**config.mk**
```make
export PLATFORM = sky130hd
export DESIGN_NAME = wave_monitor
export DESIGN_NICKNAME = d
export VERILOG_FILES = /design/src/rtl/wave_monitor.sv
export SDC_FILE = /design/constraint.sdc
export NUM_CORES = 1
export LEC_CHECK = 0
export ABC_CLOCK_PERIOD_IN_PS = 4300
export BUFFER_PORTS_ARGS = -buffer_cell sky130_fd_sc_hd__clkbuf_2
export CORE_MARGIN = 3
export CORE_UTILIZATION = 59
export CTS_CLUSTER_DIAMETER = 50
export DETAILED_ROUTE_END_ITERATION = 8
export GPL_ROUTABILITY_DRIVEN = 0
export PLACE_DENSITY_LB_ADDON = 0.12
export SETUP_SLACK_MARGIN = 0.1
export SYNTH_ARGS = -nofsm -noshare
export SYNTH_HDL_FRONTEND = slang
export SYNTH_SLANG_ARGS = --single-unit
```
**constraint.sdc**
```tcl
create_clock -name clk -period 4.3 [get_ports clk]
set_clock_uncertainty 0.05 [all_clocks]
set_input_delay 0.645 -clock clk [delete_from_list [all_inputs] [get_ports clk]]
set_output_delay 0.645 -clock clk [all_outputs]
set_load 0.05 [all_outputs]
```
**src/rtl/wave_monitor.sv**
```systemverilog
// Sample-stream analyzer: rising mid-scale crossings with hysteresis, per-cycle
// period and min/max, completed-cycle count with optional burst target.
//
// state   | meaning
// IDLE    | stopped; results held, waiting for enable
// ARMED   | running, waiting for the first rising crossing
// MEASURE | timing a cycle and tracking its min/max
// DONE    | target cycle count reached; results frozen until enable low
module wave_monitor #(
   parameter int WIDTH    = 12,
   parameter int MID      = 2048,
   parameter int HYST     = 64,
   parameter int PERIOD_W = 32,
   parameter int TIMEOUT  = 16777216
) (
   input  logic                clk,
   input  logic                rst_n,
   input  logic                enable,
   input  logic [WIDTH-1:0]    sample,
   input  logic                sample_valid,
   input  logic [15:0]         target_cycles,
   output logic [PERIOD_W-1:0] period,
   output logic [WIDTH-1:0]    min_val,
   output logic [WIDTH-1:0]    max_val,
   output logic                meas_valid,
   output logic [15:0]         cycle_count,
   output logic                done,
   output logic                stall
);

   localparam logic [1:0] IDLE    = 2'd0;
   localparam logic [1:0] ARMED   = 2'd1;
   localparam logic [1:0] MEASURE = 2'd2;
   localparam logic [1:0] DONE    = 2'd3;

   // thresholds carry one extra bit so MID+HYST cannot wrap at full scale
   localparam logic [WIDTH:0]    LO_TH  = (WIDTH+1)'(MID - HYST);
   localparam logic [WIDTH:0]    HI_TH  = (WIDTH+1)'(MID + HYST);
   localparam logic [PERIOD_W-1:0] TO_VAL = PERIOD_W'(TIMEOUT);

   logic [1:0]          state;
   logic [15:0]         target_q;
   logic [PERIOD_W-1:0] per_cnt;
   logic [WIDTH-1:0]    trk_min;
   logic [WIDTH-1:0]    trk_max;
   logic                low_flag;

   logic [WIDTH:0]      sample_ext;
   logic                is_low;
   logic                is_high;
   logic                rise;
   logic [PERIOD_W-1:0] per_inc;
   logic [15:0]         cycle_inc;
   logic [WIDTH-1:0]    merged_min;
   logic [WIDTH-1:0]    merged_max;

   always_comb begin
      sample_ext = {1'b0, sample};
      is_low     = sample_valid && (sample_ext <= LO_TH);
      is_high    = sample_valid && (sample_ext >= HI_TH);
      rise       = is_high && low_flag;
      per_inc    = (per_cnt == {PERIOD_W{1'b1}}) ? per_cnt : per_cnt + 1'b1;
      cycle_inc  = (cycle_count == 16'hFFFF) ? cycle_count : cycle_count + 16'd1;
      merged_min = (sample < trk_min) ? sample : trk_min;
      merged_max = (sample > trk_max) ? sample : trk_max;
   end

   always_ff @(posedge clk or negedge rst_n) begin
      if (!rst_n) begin
         state       <= IDLE;
         target_q    <= '0;
         per_cnt     <= '0;
         trk_min     <= '0;
         trk_max     <= '0;
         low_flag    <= 1'b0;
         period      <= '0;
         min_val     <= '0;
         max_val     <= '0;
         meas_valid  <= 1'b0;
         cycle_count <= '0;
         done        <= 1'b0;
         stall       <= 1'b0;
      end else begin
         meas_valid <= 1'b0;
         if (!enable) begin
            state       <= IDLE;
            cycle_count <= '0;
            done        <= 1'b0;
            stall       <= 1'b0;
         end else begin
            case (state)
               IDLE: begin
                  target_q <= target_cycles;
                  per_cnt  <= '0;
                  low_flag <= 1'b0;
                  state    <= ARMED;
               end
               ARMED: begin
                  if (is_low) low_flag <= 1'b1;
                  else if (rise) low_flag <= 1'b0;
                  if (rise) begin
                     state   <= MEASURE;
                     per_cnt <= PERIOD_W'(1);
                     trk_min <= sample;
                     trk_max <= sample;
                  end else begin
                     per_cnt <= per_inc;
                     if (per_inc == TO_VAL) stall <= 1'b1;
                  end
               end
               MEASURE: begin
                  if (is_low) low_flag <= 1'b1;
                  else if (rise) low_flag <= 1'b0;
                  if (rise) begin
                     period      <= per_cnt;
                     min_val     <= merged_min;
                     max_val     <= merged_max;
                     meas_valid  <= 1'b1;
                     cycle_count <= cycle_inc;
                     per_cnt     <= PERIOD_W'(1);
                     trk_min     <= sample;
                     trk_max     <= sample;
                     if ((target_q != 16'd0) && (cycle_inc == target_q)) begin
                        state <= DONE;
                        done  <= 1'b1;
                     end
                  end else begin
                     per_cnt <= per_inc;
                     if (per_inc == TO_VAL) stall <= 1'b1;
                     if (sample_valid) begin
                        trk_min <= merged_min;
                        trk_max <= merged_max;
                     end
                  end
               end
               default: ;
            endcase
         end
      end
   end

endmodule

```
==> results of run 1 <==
## power by group
part	total (mW)	switching, mW	internal (mW)
Sequential	1.95	0.248	1.70
Clock	1.51	0.582	0.930
Combinational	1.86	1.12	0.745
## critical path, delay by kind of cell (launching register included)
kind                       cells  cell delay (ns)
DFF                            1             0.47
adders and majority gates      1             0.27
and+or+nand+nor                3             1.11
AOI/OAI and AO/OA              5             1.58
## cell type report
class,count,area share
clock inverter,11,0.0155
tap,180,0.0232
multi-input combinational,650,0.447
sequential,150,0.387
clock buffer,21,0.0464
timing repair buffer,121,0.0670
inverter,36,0.0139
## metal layers
layer,global-route usage,up-vias,wire length (µm),share of wire
met1,0.361,3407,8940,0.45
met4,0.0864,0,401,0.020
met2,0.410,238,9500,0.47
met3,0.0547,38,1200,0.060
li1,-,3386,-,-
met5,0,-,0,0
## synthesized netlist by cell type, types with 9 or more instances
cell / n
dfrtp_1: 150
nor2_1: 66
o31ai_1: 13
ha_1: 29
nand2b_1: 9
xnor2_1: 26
a21oi_1: 41
nand2_1: 91
nor3_1: 19
inv_1: 35
nor4_1: 14
xor2_1: 12
mux2i_1: 16
mux2_2: 67
o21ai_0: 89
nand3_1: 29
nand4_1: 27
clkbuf_1: 42
a31oi_1: 10
## registers in the layout, indices dropped and copies added, names as in the netlist
signal and cells:
per_cnt 32, period 32, cycle_count 16, target_q 16, max_val 12, min_val 12, trk_max 12, trk_min 12
state 2, done 1, low_flag 1, meas_valid 1, stall 1
## cells by family (layout without fill, tap and decap cells)
logic type	after synthesis	in the layout	synth area share
AO/OA/AOI/OAI	202	202	0.145
adder cells (fa/ha/maj)	29	29	0.0428
multiplexers	83	83	0.108
buffers and inverters	91	189	0.0458
AND/OR/NAND/NOR	297	297	0.174
flip-flops	150	150	0.443
XOR/XNOR	39	39	0.0412
## through the flow
step | setup slack [ns] | power (mW) | cell area [µm²] | hold WS, ns
2_1_floorplan | 0.904 | 3.33 | 8470 | 0.299
3_3_place_gp | 0.833 | 3.78 | 9100 | 0.410
3_5_place_dp | 0.737 | 3.82 | 9100 | 0.421
4_1_cts | 0.740 | 5.35 | 9700 | 0.308
5_1_grt | 0.420 | 5.68 | 9700 | 0.328
6_report | 0.708 | 5.33 | 9700 | 0.240
## final timing paths
check | depth (start not counted) | slack (ns) | from | to
setup reg to reg | 9 | 0.71 | cycle_count[0]$_DFFE_PN0P_ | state[0]$_DFFE_PN0P_
setup / recovery | 9 | 0.71 | cycle_count[0]$_DFFE_PN0P_ | state[0]$_DFFE_PN0P_
hold / removal | 1 | 0.24 | rst_n | min_val[2]$_DFFE_PN0P_
max in group asynchronous | 2 | 3.04 | rst_n | period[11]$_DFFE_PN0P_
hold reg to reg | 2 | 0.43 | min_val[2]$_DFFE_PN0P_ | min_val[2]$_DFFE_PN0P_
min in group clk | 2 | 0.40 | target_cycles[0] | target_q[0]$_DFFE_PN0P_
## cell usage in the layout, fill, tap and decap left out, types with 10 or more instances in the layout
cell	Yosys	final
nand3_1	29	29
xnor2_1	26	26
mux2_2	67	67
inv_1	35	35
o21ai_0	89	89
nand2_1	91	90
a21oi_1	41	40
a31oi_1	10	10
nor2_1	66	66
ha_1	29	29
nor4_1	14	14
xor2_1	12	12
nor3_1	19	19
dfrtp_1	150	150
buf_4	5	15
clkbuf_16	0	17
nand4_1	27	27
mux2i_1	16	16
clkbuf_2	0	105
o31ai_1	13	13
==> summary.md, run 1 <==
| Metric | Value |
|---|---|
| CTS sink cnt | 150 |
| GRT Resource Usage Total | 0.260 |
| Max cap viols | 0 |
| # setup viols final | 0 |
| Ys Warns | 0 |
| Unrepaired setup endpoints after global routing | false |
| Initial antenna violation count | 0 |
| Vias/cell | 6.05 |
| Final antenna-violating net count | 0 |
| Root buf cell | clkbuf_16 |
| Die Ht | 126 µm |
| Via count | 7069 |
| Register area | 0.00375 mm² |
| Critical-path top delay cell | nor2_1 |
| Crit. End Element | register |
| Rel. slew slack | 0.397 |
| Crit path DAT | 3.85 ns |
| Dominant synthesized flop cell | dfrtp_1 |
| Vias in the first global route | 6704 |
| Setup TNS | 0 ns |
| Final Max Slew Viols | 0 |
| Chip Width | 126 µm |
| Layout Cells excl Fill | 1169 |
| Startpoint types | register |
| Final worst path period share | 0.835 |
| P_leak | 4.44 nW |
| Max IR drop VDD | 0.000355 V |
| Final min period | 3.59 ns |
| Register area share after synthesis | 0.443 |
| Filler instances | 1080 |
| Post-cts gate resize count | 0 |
| Synth Cell Area | 0.00847 mm² |
| Setup Buffers After CTS | 0 |
| Worst slew pin tran | 0.905 ns |
| I/O pins | 107 |
| Outcome | finished clean |
| Die ar. | 0.0158 mm² |
| WL per Instance | 17.1 µm |
| Final Hold Fails | 0 |
| PD cells | 549 mW/mm² |
| Core area | 0.0139 mm² |
| Yosys top cell by area | dfrtp_1 |
| Crit Path Category | reg2reg |
| Area contributors post-synth | dfrtp_1 44%, mux2_2 8.9%, o21ai_0 5.3% |
| Drc violations | 0 |
| Critical Path RT | 4.56 ns |
| Pre-Repair DR Iteration Count | 5 |
| Worst-case clock buffer depth | 2 |
| CTS Buf Count | 17 |
| Max H-tree Level | 4 |
| Fraction of layout cells with a size suffix above 1 | 0.235 |
| Grt ovf | 0 |
| Pin count of the biggest net entering global routing | 99 |
| I/O Buffers | 106 |
| Seq cells post-synth | 150 |
| NumNets Final | 1037 |
| Worst Path Max Fanout | 12 |
| Reg clk slew, reported paths | 0.06 ns |
| Effective utilization at floorplan | 0.608 |
| Post-synth EDFFs | 0 |
| Placed cells | 1137 |
| Initial DRC Count | 635 |
| Mapped Cells | 891 |
| Syn avg cell area | 9.51 µm² |
| Area Overhead vs Synth | 14.5% |
| DP HPWL | 14.1 mm |
| CTS tree | done |
| Fmax | 0.278 GHz |
| Global-route wire length before repair | 33.8 mm |
| Standard-cell rows | 43 |
| Syn nets | 952 |
| Hold crit path type | in2async |
| Final Core Density | 0.696 |
| Clock Latency Late Sink | 0.42 ns |
| Number of antenna diodes | 0 |
| Crit-path max cell delay | 0.70 ns |
| Multi-input logic area | 0.00433 mm² |
| Distinct cells, synth | 64 |
| Cts hold-fix bufs | 0 |
| Post-synth ARST share | 1.00 |
| CP Cell Sequence | ha_1 > nand4_1 > nor2_1 > nand2_1 > a221o_1 > a2111oi_0 > o2111ai_1 > a211o_1 > a32o_1 |
| Area share of the largest cell type after synthesis | 0.443 |
| Detailed Route WL | 20.0 mm |
Note: power is estimated with default switching activity, not from simulation.
==> run 2, diff against run 1 <==
ABC_CLOCK_PERIOD_IN_PS = 3700   (was 4300)
clock period = 3.7 ns   (was 4.3 ns; I/O delays follow)
==> run 2 against run 1 <==
Register-to-register slack worse by 0.38 ns. Flip-flop and latch count stayed put. Sequential share of layout area decreased by 0.75 points. Clock power up 26%. Worst hold slack worse by 0.13 ns. First-iteration DRC count is 3.6% lower. Combinational power up 17%. Final cell count rose by 1.0%. Critical path type unchanged. Largest cell class unchanged. Largest power group unchanged.
==> summary.md, run 2 (synthesis results as in run 1) <==
| Metric | Value |
|---|---|
| Fmax | 0.296 GHz |
| Crit Path Category | reg2reg |
| Filler instances | 1098 |
| CP startpoint | per_cnt[0]$_DFFE_PN0P_ |
| Final Hold Fails | 0 |
| Final antenna-violating net count | 0 |
| Max IR drop VDD | 0.000394 V |
| Reg-to-Reg Start | per_cnt[0]$_DFFE_PN0P_ |
| Core area | 0.0139 mm² |
| Area Overhead vs Synth | 16.8% |
| Grt ovf | 0 |
| CTS sink cnt | 150 |
| I/O pins | 107 |
| Largest registers | per_cnt (32), period (32) |
| Switching pwr | 2.25 mW |
| Effective utilization at floorplan | 0.608 |
| I/O Buffers | 106 |
| Max H-tree Level | 4 |
| Detailed Route WL | 20.2 mm |
| Pin count of the biggest net entering global routing | 85 |
| Rel. slew slack | 0.268 |
| Initial DRC Count | 612 |
| Clock Latency Late Sink | 0.43 ns |
| Outcome | finished clean |
| Critical Path RT | 3.97 ns |
| Pre-Repair DR Iteration Count | 5 |
| Total power | 6.34 mW |
| Worst-case clock buffer depth | 2 |
| Startpoint types | register |
| Combinational Power Share | 0.342 |
| Hold crit path type | in2async |
| P_leak | 4.56 nW |
| GRT Resource Usage Total | 0.258 |
| Final Max Slew Viols | 0 |
| Initial antenna violation count | 0 |
| Final worst path period share | 0.912 |
| Sw Ratio | 0.354 |
| Global-route wire length before repair | 33.5 mm |
| DP HPWL | 14.3 mm |
| Die ar. | 0.0158 mm² |
| Final min period | 3.38 ns |
| Number of antenna diodes | 0 |
| CTS tree | done |
| Crit. End Element | register |
| Max cap viols | 0 |
| CTS Buf Count | 17 |
| Standard-cell rows | 43 |
| Via count | 7139 |
| Hold slack | 0.114 ns |
| Vias/cell | 6.04 |
| Reg clk slew, reported paths | 0.06 ns |
| Root buf cell | clkbuf_16 |
| Fraction of layout cells with a size suffix above 1 | 0.249 |
| Unrepaired setup endpoints after global routing | false |
| WL per Instance | 17.1 µm |
| Setup TNS | 0 ns |
| Drc violations | 0 |
| PD cells | 641 mW/mm² |
| NumNets Final | 1051 |
| Commonest non-fill, non-tap cell in the layout | dfrtp_1 |
| Sequential power share | 0.358 |
| Worst Path Max Fanout | 6 |
| Cts hold-fix bufs | 0 |
| Chip Width | 126 µm |
| Crit path DAT | 3.64 ns |
| Most frequent cells in the layout | 150 x dfrtp_1, 105 x clkbuf_2, 90 x nand2_1, 89 x o21ai_0, 67 x mux2_2 |
| Vias in the first global route | 6758 |
| Clock power frac | 0.300 |
| Worst slew pin tran | 1.10 ns |
| # setup viols final | 0 |
| Internal power | 4.09 mW |
| Die Ht | 126 µm |
| Final Core Density | 0.710 |
==> run 2: changes by cell type in the layout (fill, tap and decap cells not counted), moves of 2 or more <==
cell / previous run / this run
buf_4: 15 / 28
bufinv_16: 3 / 5
clkinv_4: 3 / 1
clkbuf_8: 1 / 3
==> run 2: through the flow <==
stage / area, µm² / setup WS (ns) / std cells
6_report: 9890 / 0.325 / 1181
5_1_grt: 9890 / 0.135 / 1181
4_1_cts: 9850 / 0.137 / 1180
3_5_place_dp: 9210 / 0.160 / 1150
3_3_place_gp: 9210 / 0.239 / 1150
2_1_floorplan: 8470 / 0.304 / 891
==> run 2: worst paths after layout <==
| check | endpoint | slack [ns] | cells after the start |
|---|---|---|---|
| max | stall$_DFFE_PN0P_ | 0.32 | 10 |
| min | trk_min[2]$_DFFE_PN0P_ | 0.11 | 1 |
| max reg2reg | stall$_DFFE_PN0P_ | 0.32 | 10 |
| min reg2reg | min_val[2]$_DFFE_PN0P_ | 0.42 | 2 |
| max in group asynchronous | cycle_count[10]$_DFFE_PN0P_ | 2.66 | 2 |
| min in group clk | target_q[1]$_DFFE_PN0P_ | 0.31 | 2 |
==> run 2: critical path, stage by stage, from the launching register on <==
cell	delay, ns
dfrtp_1	0.43
ha_2	0.27
nand2_1	0.10
or4_4	0.57
or3_1	0.46
nand2b_1	0.16
nor2_1	0.10
nor4_1	0.18
a21oi_1	0.08
or4b_1	0.54
o41ai_2	0.32
==> run 2: area by class of cell <==
class	count	area (µm²)	area share
Clock buffer	22	474	0.0479
Inverter	36	135	0.0137
Clock inverter	8	171	0.0173
Tap cell	180	225	0.0228
Multi-Input combinational cell	650	4360	0.441
Timing Repair Buffer	135	767	0.0775
Sequential cell	150	3750	0.380
==> run 2: power groups by stage <==
stage,Combinational (mW),Sequential (mW),Clock [mW]
CTS,2.17,2.26,1.92
detailed placement,2.15,2.29,0
global placement,2.11,2.27,0
floorplan,1.37,2.50,0
global route,2.39,2.31,2.00
finish,2.17,2.27,1.90
==> run 2: what timing repair did <==
action | CTS | global route
endpoints found under the setup margin | 0 | 3
resized for setup | 0 | 7
setup buffers | 0 | 1
endpoints found under the hold margin | 0 | 0
==> run 2: metal layers <==
layer  vias up  share of wire  GRT usage  wire length [µm]
met2       243           0.48      0.419              9740
met5         -              0          0                 0
met1      3480           0.45      0.351              9080
li1       3391              -          -                 -
met3        25          0.055     0.0556              1110
met4         0          0.015     0.0789               311
